<file path="config.mk">
export PLATFORM = sky130hd
export DESIGN_NAME = l4_route_seq
export DESIGN_NICKNAME = d
export VERILOG_FILES = /design/src/rtl/l4_route_seq.sv
export SDC_FILE = /design/constraint.sdc
export NUM_CORES = 1
export LEC_CHECK = 0
export CAP_MARGIN = 10
export CORE_UTILIZATION = 46
export DETAILED_ROUTE_END_ITERATION = 6
export PLACE_DENSITY_LB_ADDON = 0.3
export RECOVER_POWER = 50
export SYNTH_ARGS = -nofsm -noshare
export SYNTH_HDL_FRONTEND = slang
export SYNTH_SLANG_ARGS = --single-unit
</file>
<file path="constraint.sdc">
create_clock -name clk -period 2.5 [get_ports clk]
set_input_delay 0.5 -clock clk [delete_from_list [all_inputs] [get_ports clk]]
set_output_delay 0.5 -clock clk [all_outputs]
set_load 0.005 [all_outputs]
</file>
<file path="src/rtl/l4_route_seq.sv">
// Wavefront-expansion search sequencer for the 32x32, 8-layer L4 router cell array.
// Steps the array through EXPAND/READ/CLEARX and classifies the search as found, blocked or timed out.
module l4_route_seq #(
    parameter int unsigned NLAYERS   = 8,
    parameter int unsigned ROWS      = 32,
    parameter int unsigned COLS      = 32,
    parameter int unsigned MAX_STEPS = 1023
) (
    input  logic            clk,
    input  logic            reset_l,
    input  logic            start,
    input  logic            abort,
    input  logic [4:0]      tgt_row,
    input  logic [4:0]      tgt_col,
    input  logic            allow_etch,
    input  logic            ext_mode,
    input  logic [3:0]      status,
    output logic [1:0]      cmd,
    output logic [ROWS-1:0] row_sel,
    output logic [COLS-1:0] col_sel,
    output logic            pref_ud,
    output logic            pref_ew,
    output logic            pref_ns,
    output logic            etch_enb,
    output logic            extend,
    output logic            busy,
    output logic            done,
    output logic            found,
    output logic            fail,
    output logic [9:0]      step_count
);

    // Array command encoding, matching the L4_decs.v definitions.
    localparam logic [1:0] CmdClearx = 2'd0;
    localparam logic [1:0] CmdWrite  = 2'd1;
    localparam logic [1:0] CmdExpand = 2'd2;
    localparam logic [1:0] CmdRead   = 2'd3;

    localparam int unsigned PW        = (NLAYERS > 1) ? $clog2(NLAYERS) : 1;
    localparam logic [PW-1:0] LastPhase = PW'(NLAYERS - 1);
    localparam logic [9:0]    MaxSteps  = 10'(MAX_STEPS);

    typedef enum logic [2:0] {StIdle, StExpand, StDrain, StClear, StDone} state_e;

    state_e        state_q;
    logic [PW-1:0] phase_q;
    logic [4:0]    tgt_row_q;
    logic [4:0]    tgt_col_q;
    logic          etch_q;
    logic          ext_q;
    logic          prog_q;
    logic          hit_q;

    logic          prog_now;
    logic          hit_now;
    logic [9:0]    step_inc;

    // Status bus is active-low; the current sample is folded in before the step-end decision.
    assign prog_now = prog_q | ~status[1];
    assign hit_now  = hit_q | ~status[0];
    assign step_inc = (step_count == 10'h3FF) ? step_count : step_count + 10'd1;

    function automatic logic [ROWS-1:0] row_dec(input logic [4:0] idx);
        row_dec = '0;
        for (int i = 0; i < ROWS; i++) begin
            if ({27'd0, idx} == 32'(i)) row_dec[i] = 1'b1;
        end
    endfunction

    function automatic logic [COLS-1:0] col_dec(input logic [4:0] idx);
        col_dec = '0;
        for (int i = 0; i < COLS; i++) begin
            if ({27'd0, idx} == 32'(i)) col_dec[i] = 1'b1;
        end
    endfunction

    always_ff @(posedge clk) begin
        if (!reset_l) begin
            state_q    <= StIdle;
            phase_q    <= '0;
            tgt_row_q  <= '0;
            tgt_col_q  <= '0;
            etch_q     <= 1'b0;
            ext_q      <= 1'b0;
            prog_q     <= 1'b0;
            hit_q      <= 1'b0;
            cmd        <= CmdRead;
            row_sel    <= '0;
            col_sel    <= '0;
            pref_ud    <= 1'b0;
            pref_ew    <= 1'b0;
            pref_ns    <= 1'b0;
            etch_enb   <= 1'b0;
            extend     <= 1'b0;
            busy       <= 1'b0;
            done       <= 1'b0;
            found      <= 1'b0;
            fail       <= 1'b0;
            step_count <= '0;
        end else begin
            // Outputs are registered for the state being entered; idle values unless overridden.
            done     <= 1'b0;
            cmd      <= CmdRead;
            row_sel  <= '0;
            col_sel  <= '0;
            pref_ud  <= 1'b0;
            pref_ew  <= 1'b0;
            pref_ns  <= 1'b0;
            etch_enb <= 1'b0;
            extend   <= 1'b0;

            if (abort && (state_q == StExpand || state_q == StDrain)) begin
                state_q <= StClear;
                phase_q <= '0;
                cmd     <= CmdClearx;
                pref_ud <= 1'b1;
                extend  <= ext_q;
            end else begin
                unique case (state_q)
                    StIdle: begin
                        if (start) begin
                            tgt_row_q  <= tgt_row;
                            tgt_col_q  <= tgt_col;
                            etch_q     <= allow_etch;
                            ext_q      <= ext_mode;
                            found      <= 1'b0;
                            fail       <= 1'b0;
                            step_count <= '0;
                            busy       <= 1'b1;
                            prog_q     <= 1'b0;
                            hit_q      <= 1'b0;
                            phase_q    <= '0;
                            state_q    <= StExpand;
                            cmd        <= CmdExpand;
                            pref_ud    <= 1'b1;
                            pref_ew    <= 1'b1;
                            pref_ns    <= 1'b1;
                            row_sel    <= row_dec(tgt_row);
                            col_sel    <= col_dec(tgt_col);
                            etch_enb   <= allow_etch;
                            extend     <= ext_mode;
                        end
                    end
                    StExpand: begin
                        // Phase 0 still sees the status of the preceding READ cycle.
                        if (phase_q != '0) begin
                            prog_q <= prog_now;
                            hit_q  <= hit_now;
                        end
                        if (phase_q == LastPhase) begin
                            state_q <= StDrain;
                        end else begin
                            phase_q  <= phase_q + PW'(1);
                            cmd      <= CmdExpand;
                            pref_ud  <= 1'b1;
                            pref_ew  <= 1'b1;
                            pref_ns  <= 1'b1;
                            row_sel  <= row_dec(tgt_row_q);
                            col_sel  <= col_dec(tgt_col_q);
                            etch_enb <= etch_q;
                            extend   <= ext_q;
                        end
                    end
                    StDrain: begin
                        step_count <= step_inc;
                        phase_q    <= '0;
                        if (hit_now) begin
                            found   <= 1'b1;
                            busy    <= 1'b0;
                            done    <= 1'b1;
                            state_q <= StDone;
                        end else if (!prog_now || step_inc == MaxSteps) begin
                            fail    <= 1'b1;
                            state_q <= StClear;
                            cmd     <= CmdClearx;
                            pref_ud <= 1'b1;
                            extend  <= ext_q;
                        end else begin
                            prog_q   <= 1'b0;
                            hit_q    <= 1'b0;
                            state_q  <= StExpand;
                            cmd      <= CmdExpand;
                            pref_ud  <= 1'b1;
                            pref_ew  <= 1'b1;
                            pref_ns  <= 1'b1;
                            row_sel  <= row_dec(tgt_row_q);
                            col_sel  <= col_dec(tgt_col_q);
                            etch_enb <= etch_q;
                            extend   <= ext_q;
                        end
                    end
                    StClear: begin
                        if (phase_q == LastPhase) begin
                            busy    <= 1'b0;
                            done    <= 1'b1;
                            state_q <= StDone;
                        end else begin
                            phase_q <= phase_q + PW'(1);
                            cmd     <= CmdClearx;
                            pref_ud <= 1'b1;
                            extend  <= ext_q;
                        end
                    end
                    StDone: begin
                        state_q <= StIdle;
                    end
                    default: begin
                        state_q <= StIdle;
                    end
                endcase
            end
        end
    end

endmodule

</file>
Yosys cells after proc, flatten, opt, wreduce, memory -nomap -nowiden
Cells that the tools add are included.

word-level totals
  input bits = 20
  logic and storage cells = 391
  register bits = 104
  output and inout bits = 85

operators by class
  multiplexer cells = 195
  bitwise operators = 6
  add/subtract/negate cells = 2
  equal/unequal tests = 142
  reductions and logical operators = 25

operators by type and width
  kind                                                                    number
  5-bit equality test (second input constant)                             64
  32-bit 2-to-1 mux                                                       8
  32-bit one-hot mux with 3 select lines                                  2
  5-bit by 4-bit equality test with 1-bit output (second input constant)  32
  1-bit 2-to-1 mux                                                        157
  5-bit by 3-bit equality test with 1-bit output (second input constant)  16
  5-bit by 2-bit equality test with 1-bit output (second input constant)  8
  1-bit one-hot mux with 3 select lines                                   7
  10-bit equality test (second input constant)                            2
  5-bit by 1-bit equality test with 1-bit output (second input constant)  4
  5-bit logical NOT                                                       4
  10-bit 2-to-1 mux                                                       2
  10-bit one-hot mux with 2 select lines                                  1
  3-bit 2-to-1 mux                                                        6
  3-bit AND reduction                                                     5
  2-bit 2-to-1 mux                                                        6
  2-bit != test (second input constant)                                   6
  3-bit one-hot mux with 4 select lines                                   1
  3-bit nonzero test                                                      4
  10-bit by 1-bit adder with 10-bit output (second input constant)        1
  5-bit AND reduction                                                     2
  3-bit one-hot mux with 3 select lines                                   1
  2-bit one-hot mux with 4 select lines                                   1
  3-bit by 2-bit equality test with 1-bit output (second input constant)  2
  other kinds (17)                                                        28

Longest topological paths before layout
Gate-level depths: netlist (run 1).

  word-level depth = 8
  mapped depth = 11
  gate-level depth less buffers = 9

Worst setup path after synthesis (run 1)
OpenSTA, ideal clock, no wires.

  path kind = register -> register
  start point = register step_count[0]
  end point = register col_sel[15]
  library setup time = 125 ps
  buffers on the path = 3
  slack = -60 ps
  required time = 2375 ps
  data arrival time = 2435 ps
  cell stages (with the launch flop) = 12
  period minus slack after synthesis = 2560 ps
  cells stage by stage = dfxtp_1 > ha_1 > buf_2 > and4_1 > buf_4 > nand2_1 > or4_1 > a21oi_2 > a211oi_2 > o21ai_4 > buf_4 > o32ai_1

on the way
  word-level cells in the longest chain between the ends = 7
  elaborated cells between the ends (all ways) = 8
  classes of those cells = add/sub (1); eq/ne (2); mux (4); reduce/logical (1)

ends and longest elaborated chain
  item                                                                                     RTL line  source
  start, declared                                                                          30        output logic [9:0] step_count
  start signal, assigned                                                                   165       step_count <= step_inc;
  10-bit by 1-bit adder with 10-bit output / 10-bit equality test (equally long branches)  61        assign step_inc = (step_count == 10'h3FF) ? step_count : step_count + 10'd1;
  10-bit 2-to-1 mux *                                                                      61
  10-bit equality test *                                                                   172       end else if (!prog_now || step_inc == MaxSteps) begin
  1-bit logical OR *                                                                       172
  32-bit 2-to-1 mux *                                                                      172
  32-bit 2-to-1 mux *                                                                      167       if (hit_now) begin
  32-bit one-hot mux with 3 select lines *                                                 119       unique case (state_q)
  end signal, assigned                                                                     139       col_sel <= col_dec(tgt_col);
  end signal, assigned                                                                     159       col_sel <= col_dec(tgt_col_q);
  end signal, assigned                                                                     187       col_sel <= col_dec(tgt_col_q);
  end, declared                                                                            20        output logic [COLS-1:0] col_sel,

Every way passes the cells marked *; elsewhere a longest branch is shown, timed or not.
A chain may end at the register's enable or synchronous reset.

Final worst setup path (run 1)
  start point = register step_count[0]
  end point = register row_sel[9]

on the way
  word-level cells in the longest chain between the ends = 7
  elaborated cells between the ends (all ways) = 8
  classes of those cells = add/sub (1); eq/ne (2); mux (4); reduce/logical (1)

ends and longest elaborated chain
  item                                                                                     RTL line  source
  10-bit by 1-bit adder with 10-bit output / 10-bit equality test (equally long branches)  61
  10-bit 2-to-1 mux *                                                                      61
  10-bit equality test *                                                                   172
  1-bit logical OR *                                                                       172
  32-bit 2-to-1 mux *                                                                      172
  32-bit 2-to-1 mux *                                                                      167
  32-bit one-hot mux with 3 select lines *                                                 119
  end signal, assigned                                                                     138       row_sel <= row_dec(tgt_row);
  end signal, assigned                                                                     158       row_sel <= row_dec(tgt_row_q);
  end signal, assigned                                                                     186       row_sel <= row_dec(tgt_row_q);
  end, declared                                                                            19        output logic [ROWS-1:0] row_sel,

Marks and branches as above.

==> impl_results.md, run 1 <==
* Crit path time final at 2.44 ns
* Drt first pass iters at 5
* Slew margin rel. at 0.344
* Crit share post-route at 0.978
* Die area at 10,700 sq um
* Min-delay worst type: flop to flop
* Post-DP Area at 6120 sq um
* Crit-path slowest cell: or4_4
* Register area at 2100 sq um
* Mapped Cells at 572
* Top-area cell type share of the netlist area at 0.442
* Crit. End Element: flop
* Finished Layout Cells at 840
* Synth unique cells at 59
* Top_reg_cell synth: dfxtp_1
* Worst VDD drop at 0.000480 V
* Yosys reg bits at 104
* Clk_skew at 0.0105 ns
* Post-synth EDFFs at 0
* Pre-CTS WS at -0.144 ns
* Core box area at 9860 sq um
* Clock H-tree levels at 3
* Reg power frac at 0.421
* Diode count at 0
* Flop-to-flop setup slack at 0.06 ns
* Row count at 36
* Die W at 103 um
* CTS max path bufs at 2
* Post-route ant nets at 0
* # setup viols final at 0
* Post-Layout Inst Area at 6550 sq um
* CTS Root Buffer Type: clkbuf_8
* CP Max Fanout at 9
* Type of origin of the critical path: flop
* Status: finished, final reports clean
* WP data required at 2.74 ns
* Max incr delay on CP at 0.44 ns
* Synth area leader: dfxtp_1
* Top delay family on crit path: simple AND/OR/NAND/NOR gates
* TritonCTS buffer count at 9
* Iter 0 DRT Violations at 246
* Vias at 4,743
* Setup ws final at 0.0561 ns
* Hold-fix buffers, CTS at 0
* Port Buffer Count at 102
* Clock tree from TritonCTS: yes
* Clk pwr share at 0.198
* Switching part of the total at 0.398
* Worst-Margin Slew at 0.982 ns
* Grt ovf at 0
* WL/cell at 15.6 um
* Comb power frac at 0.382
* Leak at 0.00269 uW
* Fillers at 827
* All-layer global routing usage at 0.244
* Post-Syn Area at 4710 sq um
* Vias in the first global route at 4,218
* Sequential-to-total area share from yosys stat at 0.442
* Critical path class: flop to flop
* Critical-path cell list: ha_2 > and4_4 > nand2_2 > or4_4 > a21oi_4 > a211oi_2 > buf_4 > o21ai_4 > buf_12 > clkbuf_16 > o41ai_4
* Synth Net Count at 596
* CTS clock-pin slew for the worst setup and hold paths at 0.10 ns
* Share of cells above drive strength 1 at 0.156
* Starting Density at 0.478
* Final Hold Fails at 0
* Yosys warns at 0
* Initial antenna violation count at 0
* Final Max Slew Viols at 0
* Placed cell count at 817
* Final HPWL DP at 9120 um
* CTS sink count at 104
* Global-route wire length before repair at 20,200 um
* Clk_lat worst skew at 0.38 ns
* Synth area leaders: dfxtp_1, nand2_1, o41ai_2, o31ai_1, nor2_1
* I/O pin count at 105
* Vias/cell at 5.65
* Internal at 2980 uW
* Post-synth ARST share at 0
* Worst Path Buf+Inv at 3
* Final Net Count at 726
* Syn avg cell area at 8.24 sq um
* Net load switching power at 1970 uW
* Remaining DRCs at 0
* Crit path DAT at 2.68 ns
* Layout Area Growth over Synthesis at 38.8%
* Largest net degree at the start of global routing at 36
* Chip Height at 103 um
* Max-cap viol count at 0
* Power Dens Cells at 757 nW/um^2
* Gpl congestion at 0.896
* Total Wirelength at 13,100 um
* FMAX at 409 MHz
* Area of the multi-input gates at 2500 sq um
## registers in the layout, summed over array words and instances, names as in the netlist, 2 cells and up
name        cells
state_q         3
col_sel        32
tgt_row_q       5
step_count     10
row_sel        32
phase_q         3
tgt_col_q       5
cmd             2
## tightest hold or removal path, stage by stage (launching register included)
cell and delay (ns):
dfxtp_1 0.32, inv_1 0.05, a21oi_1 0.05
## cells in the mapped netlist (all sizes together), types with 13 or more instances
master / count
o31ai: 21
nand3: 21
nor2b: 14
nor3: 13
clkbuf: 29
a21oi: 21
dfxtp: 104
nand2: 129
o41ai: 17
nor2: 35
a21boi: 16
o21ai: 37
## placed cells by master, fill, tap and decap left out, drive strengths merged, types with 3 or more instances in the layout
cell and instances:
nor4b 4, o41ai 17, o221a 3, inv 14
nor4 4, ha 4, clkdlybuf4s50 26, clkbuf 16
a21oi 21, a31oi 6, dfxtp 104, dlygate4sd3 76
nor2b 14, and3 5, nand2 129, nand3b 3
clkinv 4, nor3 13, nor2 35, nand2b 11
mux2i 3, nor3b 6, and2 3, a21boi 16
o22ai 3, o31ai 21, o21ai 37, nand4 5
buf 52, nand3 21
## final timing paths
| path | startpoint | endpoint | depth (start not counted) |
|---|---|---|---|
| max reg2reg | step_count[0]$_SDFFE_PN0P_ | row_sel[9]$_SDFF_PP0_ | 11 |
| max | step_count[0]$_SDFFE_PN0P_ | row_sel[9]$_SDFF_PP0_ | 11 |
| min reg2reg | fail$_SDFFE_PN0P_ | fail$_SDFFE_PN0P_ | 2 |
| min | fail$_SDFFE_PN0P_ | fail$_SDFFE_PN0P_ | 2 |
## cells by family after synthesis
family          after synthesis  share of synthesized area
simple gates                260                      0.257
compound gates              146                      0.232
flops                       104                      0.442
buf+inv                      54                     0.0499
fa+ha+maj                     4                     0.0106
mux                           3                    0.00637
xor+xnor                      1                    0.00186
## layout make-up
class | count | area share
Timing Repair Buffer | 160 | 0.235
Inverter | 13 | 0.00746
Tap cell | 133 | 0.0254
Clock inverter | 6 | 0.00822
Clock buffer | 10 | 0.0195
Multi-Input combinational cell | 414 | 0.383
Sequential cell | 104 | 0.322
## power by group through the flow
stage / Clock, uW / Combinational [uW] / Sequential, uW
after floorplan: 0 / 1190 / 1960
after global placement: 0 / 1710 / 2100
after detailed placement: 0 / 1750 / 2120
after CTS: 995 / 1770 / 2080
after global routing: 1070 / 2070 / 2120
final: 980 / 1890 / 2080
## per-layer routing
layer / global-route usage / wire length [um]
met1: 0.326 / 5320
met2: 0.407 / 6510
met3: 0.0423 / 1030
met4: 0.0661 / 229
met5: 0 / 0
## through the flow
| stage | util | hold slack (ns) | total power, uW | TNS (ns) |
|---|---|---|---|---|
| after floorplan | - | 0.439 | 3160 | 0 |
| after global placement | 0.620 | 0.439 | 3820 | -0.0345 |
| after detailed placement | 0.620 | 0.440 | 3870 | -0.778 |
| after CTS | 0.639 | 0.461 | 4840 | 0 |
| after global routing | 0.663 | 0.479 | 5260 | -0.418 |
| final | 0.663 | 0.455 | 4950 | 0 |
## repair_timing
item | CTS | global route
pin swaps | 0 | 5
endpoints found under the setup margin | 1 | 58
setup buffers | 0 | 3
gates cloned | 0 | 4
gates resized for setup | 1 | 31
Note: power is estimated with default switching activity, not from simulation.
==> inputs of run 2 (changes only) <==
--- a/config.mk
+++ b/config.mk
@@ -7,8 +7,9 @@
 export LEC_CHECK = 0
 export CAP_MARGIN = 10
 export CORE_UTILIZATION = 46
+export CTS_CLUSTER_DIAMETER = 150
 export DETAILED_ROUTE_END_ITERATION = 6
-export PLACE_DENSITY_LB_ADDON = 0.3
+export PLACE_DENSITY = 0.77
 export RECOVER_POWER = 50
 export SYNTH_ARGS = -nofsm -noshare
 export SYNTH_HDL_FRONTEND = slang
==> impl_results.md, run 2 (synthesized netlist as in run 1, its figures left out) <==
* Clk_lat worst skew at 0.36 ns
* Post-route ant nets at 0
* Die area at 10,700 sq um
* Starting Density at 0.478
* Grt ovf at 0
* Max incr delay on CP at 0.45 ns
* Vias in the first global route at 4,524
* RSZ-0062 raised after global routing: yes
* Global-route wire length before repair at 21,300 um
* Post-DP Area at 6150 sq um
* Iter 0 DRT Violations at 304
* TritonCTS buffer count at 9
* Remaining DRCs at 0
* WP data required at 2.74 ns
* CTS sink count at 104
* Crit path DAT at 2.68 ns
* Core box area at 9860 sq um
* CTS max path bufs at 2
* Min-delay worst type: flop to flop
* Critical path class: flop to flop
* Worst-Margin Slew at 0.990 ns
* Top delay family on crit path: simple AND/OR/NAND/NOR gates
* Worst Path Buf+Inv at 2
* Clock H-tree levels at 3
* Vias at 4,810
* Final Net Count at 727
* Layout Area Growth over Synthesis at 38.3%
* Slew margin rel. at 0.339
* I/O pin count at 105
* Vias/cell at 5.72
* Fillers at 817
* Leak at 0.00268 uW
* Most common cell after layout, fill and taps aside: nand2_1
* Crit share post-route at 0.976
* Gpl congestion at 0.919
* Clk_skew at 0.00768 ns
* Crit path time final at 2.44 ns
* CP Max Fanout at 9
* Max-cap viol count at 0
* Power Dens Cells at 771 nW/um^2
* Final HPWL DP at 9170 um
* Drt first pass iters at 5
* Final Max Slew Viols at 0
* Row count at 36
* Port Buffer Count at 102
* Share of cells above drive strength 1 at 0.157
* Clock tree from TritonCTS: yes
* Worst VDD drop at 0.000461 V
* FMAX at 410 MHz
* Largest net degree at the start of global routing at 32
* Die W at 103 um
* Commonest cells after routing, fill and taps aside: nand2_1, dfxtp_1, dlygate4sd3_1
* Largest registers: col_sel (32), row_sel (32), step_count (10)
* Status: finished, final reports clean
* Diode count at 0
* Crit. End Element: flop
* Total power draw at 5030 uW
* Post-Layout Inst Area at 6520 sq um
* CTS clock-pin slew for the worst setup and hold paths at 0.11 ns
* WL/cell at 15.7 um
* Initial antenna violation count at 0
* Chip Height at 103 um
* Crit-path slowest cell: or4_4
* Final Hold Fails at 0
* CTS Root Buffer Type: clkbuf_8
* # setup viols final at 0
* Critical-path cell list: ha_2 > and4_4 > nand2_2 > or4_4 > a21oi_4 > a211oi_2 > buf_4 > o21ai_4 > bufbuf_16 > o31ai_1
* Type of origin of the critical path: flop
* All-layer global routing usage at 0.258
* Total Wirelength at 13,200 um
run 2: area by class of cell:
type	count	area (sq um)	share of cell area
Multi-Input combinational cell	414	2470	0.378
Sequential cell	104	2100	0.322
Timing Repair Buffer	161	1550	0.238
Tap cell	133	166	0.0255
Clock buffer	9	124	0.0190
Clock inverter	7	62.6	0.00959
Inverter	13	48.8	0.00748
run 2: worst paths after layout:
kind | startpoint | slack, ns | end | cells past startpoint
setup / recovery | step_count[0]$_SDFFE_PN0P_ | 0.06 | row_sel[13]$_SDFF_PP0_ | 10
hold / removal | fail$_SDFFE_PN0P_ | 0.46 | fail$_SDFFE_PN0P_ | 2
setup reg to reg | step_count[0]$_SDFFE_PN0P_ | 0.06 | row_sel[13]$_SDFF_PP0_ | 10
hold reg to reg | fail$_SDFFE_PN0P_ | 0.46 | fail$_SDFFE_PN0P_ | 2
run 2: per-stage QoR:
step                       util  setup TNS [ns]  hold WS, ns  worst slack, ns  std cells
final                     0.661               0        0.456           0.0601        841
after global routing      0.661        -0.00683        0.501         -0.00372        841
after CTS                 0.656               0        0.463          0.00810        839
after detailed placement  0.623           -1.87        0.444           -0.107        818
after global placement    0.623          -0.485        0.445          -0.0698        818
after floorplan               -               0        0.439           0.0497        572
run 2: layer usage:
| layer | up-vias | part of all wire | track usage |
|---|---|---|---|
| met2 | 297 | 0.49 | 0.434 |
| li1 | 2282 | - | - |
| met1 | 2201 | 0.40 | 0.326 |
| met5 | - | 0 | 0 |
| met4 | 0 | 0.015 | 0.0953 |
| met3 | 30 | 0.088 | 0.0538 |
run 2: what timing repair did:
item,CTS,global route
hold endpoints to repair,0,0
hold buffers,0,0
gates cloned,2,0
setup endpoints to repair,52,48
pin swaps,0,5
setup buffers,3,2
gates resized for setup,11,14
run 2: report_power, final:
part / internal [uW] / total (uW) / switching (uW)
Combinational: 824 / 1920 / 1100
Clock: 386 / 1000 / 619
Sequential: 1840 / 2100 / 267
Total: 3040 / 5030 / 1980
run 2: tightest hold or removal path, stage by stage (launching register included):
cell,delay (ns)
dfxtp_1,0.32
inv_1,0.05
a21oi_1,0.05
